[config.mk]
export PLATFORM = sky130hd
export DESIGN_NAME = lp_phase_ctrl
export DESIGN_NICKNAME = d
export VERILOG_FILES = /design/src/rtl/lp_gearbox_pkg.sv /design/src/rtl/lp_ce_monitor.sv /design/src/rtl/lp_phase_ctrl.sv
export SDC_FILE = /design/constraint.sdc
export NUM_CORES = 1
export LEC_CHECK = 0
export CAP_MARGIN = 20
export CELL_PAD_IN_SITES_DETAIL_PLACEMENT = 1
export CELL_PAD_IN_SITES_GLOBAL_PLACEMENT = 2
export CORE_ASPECT_RATIO = 2
export CORE_UTILIZATION = 27
export CTS_CLUSTER_DIAMETER = 60
export DETAILED_ROUTE_END_ITERATION = 6
export PLACE_DENSITY = 0.62
export SKIP_CTS_REPAIR_TIMING = 1
export SLEW_MARGIN = 0
export SYNTH_ARGS = -nofsm -noshare
export SYNTH_HDL_FRONTEND = slang
export SYNTH_HIERARCHICAL = 1
export SYNTH_SLANG_ARGS = --single-unit
[constraint.sdc]
create_clock -name clk_i -period 4.77 [get_ports clk_i]
set_input_delay 0.477 -clock clk_i [delete_from_list [all_inputs] [get_ports clk_i]]
set_output_delay 0.477 -clock clk_i [all_outputs]
set_load 0.01 [all_outputs]
[src/rtl/lp_gearbox_pkg.sv]
// Shared types and helpers for the low-rate 4-to-6 gearbox and its phase sequencer.
package lp_gearbox_pkg;

  typedef enum logic [1:0] {
    ST_IDLE,
    ST_ACQUIRE,
    ST_CHECK,
    ST_LOCKED
  } lp_phase_state_t;

  localparam int unsigned LP_PERIOD = 3;

  // Gearbox ce duty pattern for the 3-cycle ratio: active in phases 0 and 2.
  function automatic logic lp_ce_pattern(input int unsigned phase_cnt);
    return (phase_cnt == 0) || (phase_cnt == 2);
  endfunction

endpackage

[src/rtl/lp_ce_monitor.sv]
// Watches the gearbox ce output against its expected duty pattern once a lock
// episode has settled, and keeps a sticky error flag.
module lp_ce_monitor
  import lp_gearbox_pkg::*;
#(
  parameter int unsigned PERIOD = LP_PERIOD,
  parameter int unsigned PW     = $clog2(PERIOD)
) (
  input  logic          clk_i,
  input  logic          rstn_i,
  input  logic          locked_i,
  input  logic          phase_i,
  input  logic [PW-1:0] phase_cnt_i,
  input  logic          ce_i,
  input  logic          clear_i,
  output logic          ce_err_o
);

  localparam int unsigned AW       = $clog2(PERIOD + 2);
  localparam logic [AW-1:0] ARM_DONE = AW'(PERIOD + 1);
  localparam bit          MON_EN   = (PERIOD == 3);

  logic [AW-1:0] arm_q, arm_d;
  logic          ce_err_q, ce_err_d;
  logic          armed, mismatch;

  always_ff @(posedge clk_i or negedge rstn_i) begin
    if (!rstn_i) begin
      arm_q    <= '0;
      ce_err_q <= 1'b0;
    end else begin
      arm_q    <= arm_d;
      ce_err_q <= ce_err_d;
    end
  end

  // Arming counter starts on the first phase pulse of a lock episode and
  // saturates PERIOD+1 cycles later; leaving LOCKED disarms it.
  always_comb begin
    arm_d = arm_q;
    if (!locked_i) begin
      arm_d = '0;
    end else if (arm_q == '0) begin
      arm_d = phase_i ? AW'(1) : '0;
    end else if (arm_q != ARM_DONE) begin
      arm_d = arm_q + 1'b1;
    end
  end

  always_comb begin
    armed    = (arm_q == ARM_DONE);
    mismatch = MON_EN && locked_i && armed &&
               (ce_i != lp_ce_pattern(32'(phase_cnt_i)));
    ce_err_d = ce_err_q;
    if (clear_i) begin
      ce_err_d = 1'b0;
    end else if (mismatch) begin
      ce_err_d = 1'b1;
    end
  end

  assign ce_err_o = ce_err_q;

endmodule

[src/rtl/lp_phase_ctrl.sv]
// Phase sequencer: locks a modulo-PERIOD counter to the slow-clock sync strobe,
// drives the gearbox phase pulse while locked and counts sync faults.
module lp_phase_ctrl
  import lp_gearbox_pkg::*;
#(
  parameter int unsigned PERIOD     = LP_PERIOD,
  parameter int unsigned LOCK_COUNT = 4,
  parameter int unsigned MISS_LIMIT = 2,
  parameter int unsigned ERRW       = 16
) (
  input  logic            clk_i,
  input  logic            rstn_i,
  input  logic            enable_i,
  input  logic            resync_i,
  input  logic            sync_i,
  input  logic            ce_i,
  output logic            phase_o,
  output logic            locked_o,
  output logic [ERRW-1:0] err_cnt_o,
  output logic            ce_err_o
);

  localparam int unsigned PW = $clog2(PERIOD);
  localparam int unsigned GW = $clog2(LOCK_COUNT + 1);
  localparam int unsigned MW = $clog2(MISS_LIMIT + 1);

  localparam logic [PW-1:0] CNT_LAST  = PW'(PERIOD - 1);
  localparam logic [PW-1:0] CNT_ONE   = PW'(1);
  localparam logic [GW-1:0] GOOD_LAST = GW'(LOCK_COUNT - 1);
  localparam logic [MW-1:0] MISS_LAST = MW'(MISS_LIMIT - 1);

  lp_phase_state_t state_q, state_d;
  logic [PW-1:0]   cnt_q, cnt_d, cnt_inc;
  logic [GW-1:0]   good_q, good_d;
  logic [MW-1:0]   miss_q, miss_d;
  logic [ERRW-1:0] err_q, err_d;
  logic            phase_q, phase_d;
  logic            slot, good_sync, bad_sync, missing, clear_all;

  always_ff @(posedge clk_i or negedge rstn_i) begin
    if (!rstn_i) begin
      state_q <= ST_IDLE;
      cnt_q   <= '0;
      good_q  <= '0;
      miss_q  <= '0;
      err_q   <= '0;
      phase_q <= 1'b0;
    end else begin
      state_q <= state_d;
      cnt_q   <= cnt_d;
      good_q  <= good_d;
      miss_q  <= miss_d;
      err_q   <= err_d;
      phase_q <= phase_d;
    end
  end

  // Disable beats resync, and resync beats any sync seen in the same cycle.
  // Once locked the counter flywheels; only CHECK and ACQUIRE re-anchor it.
  always_comb begin
    cnt_inc   = (cnt_q == CNT_LAST) ? '0 : cnt_q + 1'b1;
    slot      = (cnt_q == '0);
    good_sync = sync_i && slot;
    bad_sync  = sync_i && !slot;
    missing   = slot && !sync_i;
    clear_all = enable_i && resync_i;

    state_d = state_q;
    cnt_d   = cnt_inc;
    good_d  = good_q;
    miss_d  = miss_q;
    err_d   = err_q;

    if (!enable_i) begin
      state_d = ST_IDLE;
      good_d  = '0;
      miss_d  = '0;
    end else if (resync_i) begin
      state_d = ST_ACQUIRE;
      good_d  = '0;
      miss_d  = '0;
      err_d   = '0;
    end else begin
      unique case (state_q)
        ST_IDLE: state_d = ST_ACQUIRE;
        ST_ACQUIRE: begin
          if (sync_i) begin
            cnt_d   = CNT_ONE;
            good_d  = '0;
            state_d = ST_CHECK;
          end
        end
        ST_CHECK: begin
          if (good_sync) begin
            if (good_q == GOOD_LAST) begin
              good_d  = '0;
              state_d = ST_LOCKED;
            end else begin
              good_d = good_q + 1'b1;
            end
          end else if (bad_sync) begin
            cnt_d  = CNT_ONE;
            good_d = '0;
          end else if (missing) begin
            good_d  = '0;
            state_d = ST_ACQUIRE;
          end
        end
        ST_LOCKED: begin
          if (good_sync) begin
            miss_d = '0;
          end else if (bad_sync || missing) begin
            err_d = (err_q == '1) ? err_q : err_q + 1'b1;
            if (miss_q == MISS_LAST) begin
              miss_d  = '0;
              state_d = ST_ACQUIRE;
            end else begin
              miss_d = miss_q + 1'b1;
            end
          end
        end
        default: state_d = ST_IDLE;
      endcase
    end
  end

  always_comb begin
    locked_o = (state_q == ST_LOCKED);
    phase_d  = (state_d == ST_LOCKED) && (cnt_d == '0);
  end

  assign phase_o   = phase_q;
  assign err_cnt_o = err_q;

  lp_ce_monitor #(
    .PERIOD (PERIOD),
    .PW     (PW)
  ) u_ce_monitor (
    .clk_i       (clk_i),
    .rstn_i      (rstn_i),
    .locked_i    (locked_o),
    .phase_i     (phase_q),
    .phase_cnt_i (cnt_q),
    .ce_i        (ce_i),
    .clear_i     (clear_all),
    .ce_err_o    (ce_err_o)
  );

endmodule

# ---- Word-level counts from Yosys, hierarchy flattened
# Index checks and enable logic that the tools add are counted.
dict set report classes {
  n_eq_ne 19
  n_reduce_logical 21
  muxes 43
  addsub 5
}
# op n
set op_table {}
lappend op_table {{$mux 16} 5}
lappend op_table {{$mux 2} 22}
lappend op_table {{$mux 3} 10}
lappend op_table {{$add 16x1->16 const B} 1}
lappend op_table {{$eq 16x16->1 const B} 1}
lappend op_table {{$eq 2x2->1 const B} 4}
lappend op_table {{$ne 4x1->1 const B} 2}
lappend op_table {{$pmux 2 s4} 1}
lappend op_table {{$logic_and 1x1->1} 7}
lappend op_table {{$add 3x1->3 const B} 2}
lappend op_table {{$logic_not 2->1} 3}
lappend op_table {{$ne 3x3->1 const B} 2}
lappend op_table {{$ne 6x6->1 const B} 1}
lappend op_table {{$pmux 3 s2} 1}
lappend op_table {{$reduce_bool 2->1} 3}
lappend op_table {{$reduce_and 5->1} 1}
lappend op_table {{$add 2x1->2 const B} 2}
lappend op_table {{$eq 2x1->1 const B} 2}
lappend op_table {{$ne 2x2->1 const B} 2}
lappend op_table {{$ne 4x4->1 const B} 1}
lappend op_table {{$pmux 2 s2} 1}
lappend op_table {{$eq 3x2->1 const B} 1}
lappend op_table {{$eq 3x3->1 const B} 1}
lappend op_table {{$logic_not 3->1} 1}
lappend op_table {{7 further kinds} 11}
dict set report totals {
  inputBits 6
  ff_bits 30
  wordCells 96
  out_inout_bits 19
}

# ---- Longest topological paths before layout
dict set report depth {
  ltp_word 11
  mapped_depth 7
  ltp_nobuf 6
}

# ---- Cells and area by module
# Netlist, hierarchy kept.
# module cells_per_inst n_inst area_per_inst_um2 seq_area_each_um2
set modules_own_cells {}
lappend modules_own_cells {lp_phase_ctrl 165 1 1549.0 650.6}
lappend modules_own_cells {lp_ce_monitor 21 1 220.2 100.1}

# ---- Least setup slack after synthesis
# Ideal clock, no wire load.
dict set report synth_timing {
  path_type {input -> register}
  start {in sync_i}
  end {reg err_q[12], in the netlist err_cnt_o[12]}
  path_stages 6
  slack_ns 2.829
  setup_ns 0.078
  path_buffers 1
  t_required_ns 4.692
  t_arrival_ns 1.863
  cell_sequence {buf_6 > or3_4 > a21oi_4 > nand2_4 > or4_1 > a21oi_1}
}
dict set report synth_between {
  elab_chain_len 5
  elab_cells_between_ends 8
  cone_classes {eq/ne (1); reduce/logical (7)}
}
# element line
set synth_rtl {}
lappend synth_rtl {{start: declaration} lp_phase_ctrl.sv:15} ;# input logic sync_i,
lappend synth_rtl {{$logic_not 1->1} lp_phase_ctrl.sv:65} ;# missing = slot && !sync_i;
lappend synth_rtl {{$logic_and 1x1->1} lp_phase_ctrl.sv:65}
lappend synth_rtl {{$logic_or 1x1->1} lp_phase_ctrl.sv:112} ;# end else if (bad_sync || missing) begin
lappend synth_rtl {{$reduce_bool 2->1 (no source line)} n/a}
lappend synth_rtl {{$reduce_and 5->1 (no source line) (*)} n/a}
lappend synth_rtl {{end signal: assignment} lp_phase_ctrl.sv:53} ;# err_q <= err_d;
lappend synth_rtl {{end: declaration} lp_phase_ctrl.sv:36} ;# logic [ERRW-1:0] err_q, err_d;
# Every way passes the cells marked *; elsewhere a longest branch is shown, timed or not.
# A chain may end at the register's enable or synchronous reset.

# ---- Final worst setup path
dict set report layout_timing {
  start {reg state_q[1]}
  end {out locked_o}
}
dict set report layout_between {
  elab_chain_len 1
}
# element line
set layout_rtl {}
lappend layout_rtl {{start: declaration} lp_phase_ctrl.sv:32} ;# lp_phase_state_t state_q, state_d;
lappend layout_rtl {{start signal: assignment} lp_phase_ctrl.sv:49} ;# state_q <= state_d;
lappend layout_rtl {{$eq 2x2->1} lp_phase_ctrl.sv:128} ;# locked_o = (state_q == ST_LOCKED);
lappend layout_rtl {{end: declaration} lp_phase_ctrl.sv:18} ;# output logic locked_o,
# Every way passes these cells.

==> impl_results.md <==
- Syn_area_per_cell: roughly 9.5 µm²
- Initial antenna violation count: 0
- Leakage Power: 0.929 nW
- Area delta synth->final: 26.9%
- Initial Utilization: ~28%
- Drt drc: 0
- Netlist cell types: 46
- Most frequent cells in the layout: 30 x dfrtp_1, 24 x clkdlybuf4s50_1, 19 x nor2_1
- CP Launch Type: flop
- Syn Nets: approximately 200
- Flops & latches, synth: 30
- Post-synth EDFFs: 0
- CTS max path bufs: 2
- DIE AREA: 6900 µm²
- Power Density: 303 nW/µm²
- Layout cells sized above 1: about 8.4%
- First-pass GRT wire length: 8.05 mm
- Total gr overflow: 0
- Layout Skew: approximately 5.3 ps
- Crit Path Max Fanout: 11
- Die X: 59.2 µm
- Worst slew pin tran: 669 ps
- Final-report hold violation count: 0
- CP required: 4290 ps
- Commonest non-fill, non-tap cell in the layout: dfrtp_1
- Status: finished, final reports clean
- Vias per inst: 4.88
- WL final: around 4.7 mm
- Layout net count: 228
- Ant. Diodes: 0
- Ys flop type: dfrtp_1
- Num rows: 41
- Critical path endpoint category: output pin
- Die H: 116 µm
- Fmax: 437 MHz
- Initial DRC count: 36
- Fill cells: 737
- RSZ-0062 raised after global routing: false
- H-tree Lvls: 2
- CORE AREA: 6310 µm²
- Placer Congestion: 0.796
- Sequential area share after synthesis: about 42%
- Post-route setup TNS: 0 ps
- CTS Sinks: 30
- CTS Buf Count: 5
- Total track usage: roughly 16%
- Relative slew slack: 55.4%
- Period utilization: 47.9%
- Via count: 1465
- IO Pins: 25
- YS warnings: 6
- Slew Limit Fails: 0
- Gate Count Post-Synth: 186
- Min-delay worst type: flop to flop
- Placed instance count: 292
- Detailed placement HPWL: 3.66 mm
- Clk root buf: clkbuf_16
- Initial DRT Pass Iterations: 4
- Vias in the first global route: 1674
- Post-Syn Area: 1770 µm²
- Clock input transition at the sequential cells of the worst setup and hold paths: 50 ps
- Ys async rst share: 100%
- Worst skew pair latency: 270 ps
- Post-Layout Cell Count: 300
- Max cap viols: 0
- Data arrival, critical path: roughly 1800 ps
- Routed WL per cell: roughly 16 µm
- Crit path time final: 2290 ps
- Port Buffers: 24
- CTS tree: done
- VDD IR max: 0.216 mV
- Post-DRT Antenna Nets: 0
- Final setup violation count: 0
- Largest net degree at the start of global routing: 31
- CP Class: flop to output pin
cell families (layout without fill, tap and decap cells):
family,count (synthesis),in the layout,share of synthesized area (%)
muxes,2,2,1.20
buffers and inverters,17,45,4.10
xor gates and xnor gates,15,15,7.43
AOI/OAI and AO/OA,31,31,12.2
and+or+nand+nor,82,82,26.2
adders and majority gates,9,9,6.37
DFF,30,30,42.4
cell type report:
class | count | area [µm²] | share of cell area (%)
inverters | 12 | 45.0 | 2.01
repair buffers | 25 | 248 | 11.0
well taps | 86 | 108 | 4.79
multi-input cells | 139 | 946 | 42.1
flip-flops and latches | 30 | 751 | 33.4
clock inverters | 1 | 5.00 | 0.223
clock buffers | 7 | 143 | 6.35
registers in the layout (all words and copies together), names as in the netlist:
signal and cells:
cnt_q 2, err_cnt_o 16, good_q 3, miss_q 2, phase_o 1, state_q 2
u_ce_monitor/arm_q 3, u_ce_monitor/ce_err_o 1
worst paths after layout:
path	from	endpoint	slack [ps]	cells after the start
worst max register to register	err_cnt_o[0]	err_cnt_o[3]	2680	6
worst min register to register	good_q[2]	good_q[2]	490	1
worst min-delay path	good_q[2]	good_q[2]	490	1
worst max-delay path	state_q[1]	locked_o	2480	2
min in group asynchronous	rstn_i	err_cnt_o[2]	600	2
max in group asynchronous	rstn_i	miss_q[0]	3880	2
cell usage after synthesis (3+ instances only):
| master | number | area, µm² |
|---|---|---|
| nor3_1 | 6 | 30.0 |
| inv_1 | 12 | 45.0 |
| dfrtp_1 | 30 | 751 |
| clkbuf_1 | 3 | 11.3 |
| nor2_1 | 19 | 71.3 |
| xnor2_1 | 6 | 52.6 |
| nand4_1 | 8 | 50.1 |
| nand2_1 | 10 | 37.5 |
| ha_1 | 9 | 113 |
| nand2b_1 | 3 | 18.8 |
| and2_1 | 4 | 25.0 |
| o211ai_1 | 3 | 22.5 |
| nand3_1 | 15 | 75.1 |
| a21oi_1 | 6 | 30.0 |
| o21ai_0 | 7 | 35.0 |
| xor2_1 | 9 | 78.8 |
report_power, final:
group	internal, W	switching (W)	total [W]	leakage [nW]
sequential	0.000265	0.0000185	0.000284	0.414
clock	0.000206	0.000109	0.000315	0.0739
combinational	0.0000318	0.0000488	0.0000806	0.441
stage by stage:
step	total power, W	setup WS [ps]	hold WS, ps	area (µm²)	utilization (%)
CTS	0.000694	2430	496	2240	35.6
floorplan	0.000336	2830	181	1770	-
finish	0.000679	2480	488	2240	35.6
detailed placement	0.000370	2210	488	2100	33.2
global placement	0.000368	2260	482	2100	33.2
global route	0.000718	2400	515	2240	35.6
critical path: stages (launching register included):
cell             delay [ps]
dfrtp_1                 480
ha_1                    450
clkdlybuf4s50_1         620
routing by layer:
layer / vias up / GRT usage [%] / part of all wire [%]
li1: 709 / - / -
met1: 732 / 14.8 / 37
met2: 20 / 31.9 / 60
met3: 4 / 2.66 / 2.1
met4: 0 / 7.14 / 1.3
met5: - / 0 / 0
Note: power is estimated with default switching activity, not from simulation.
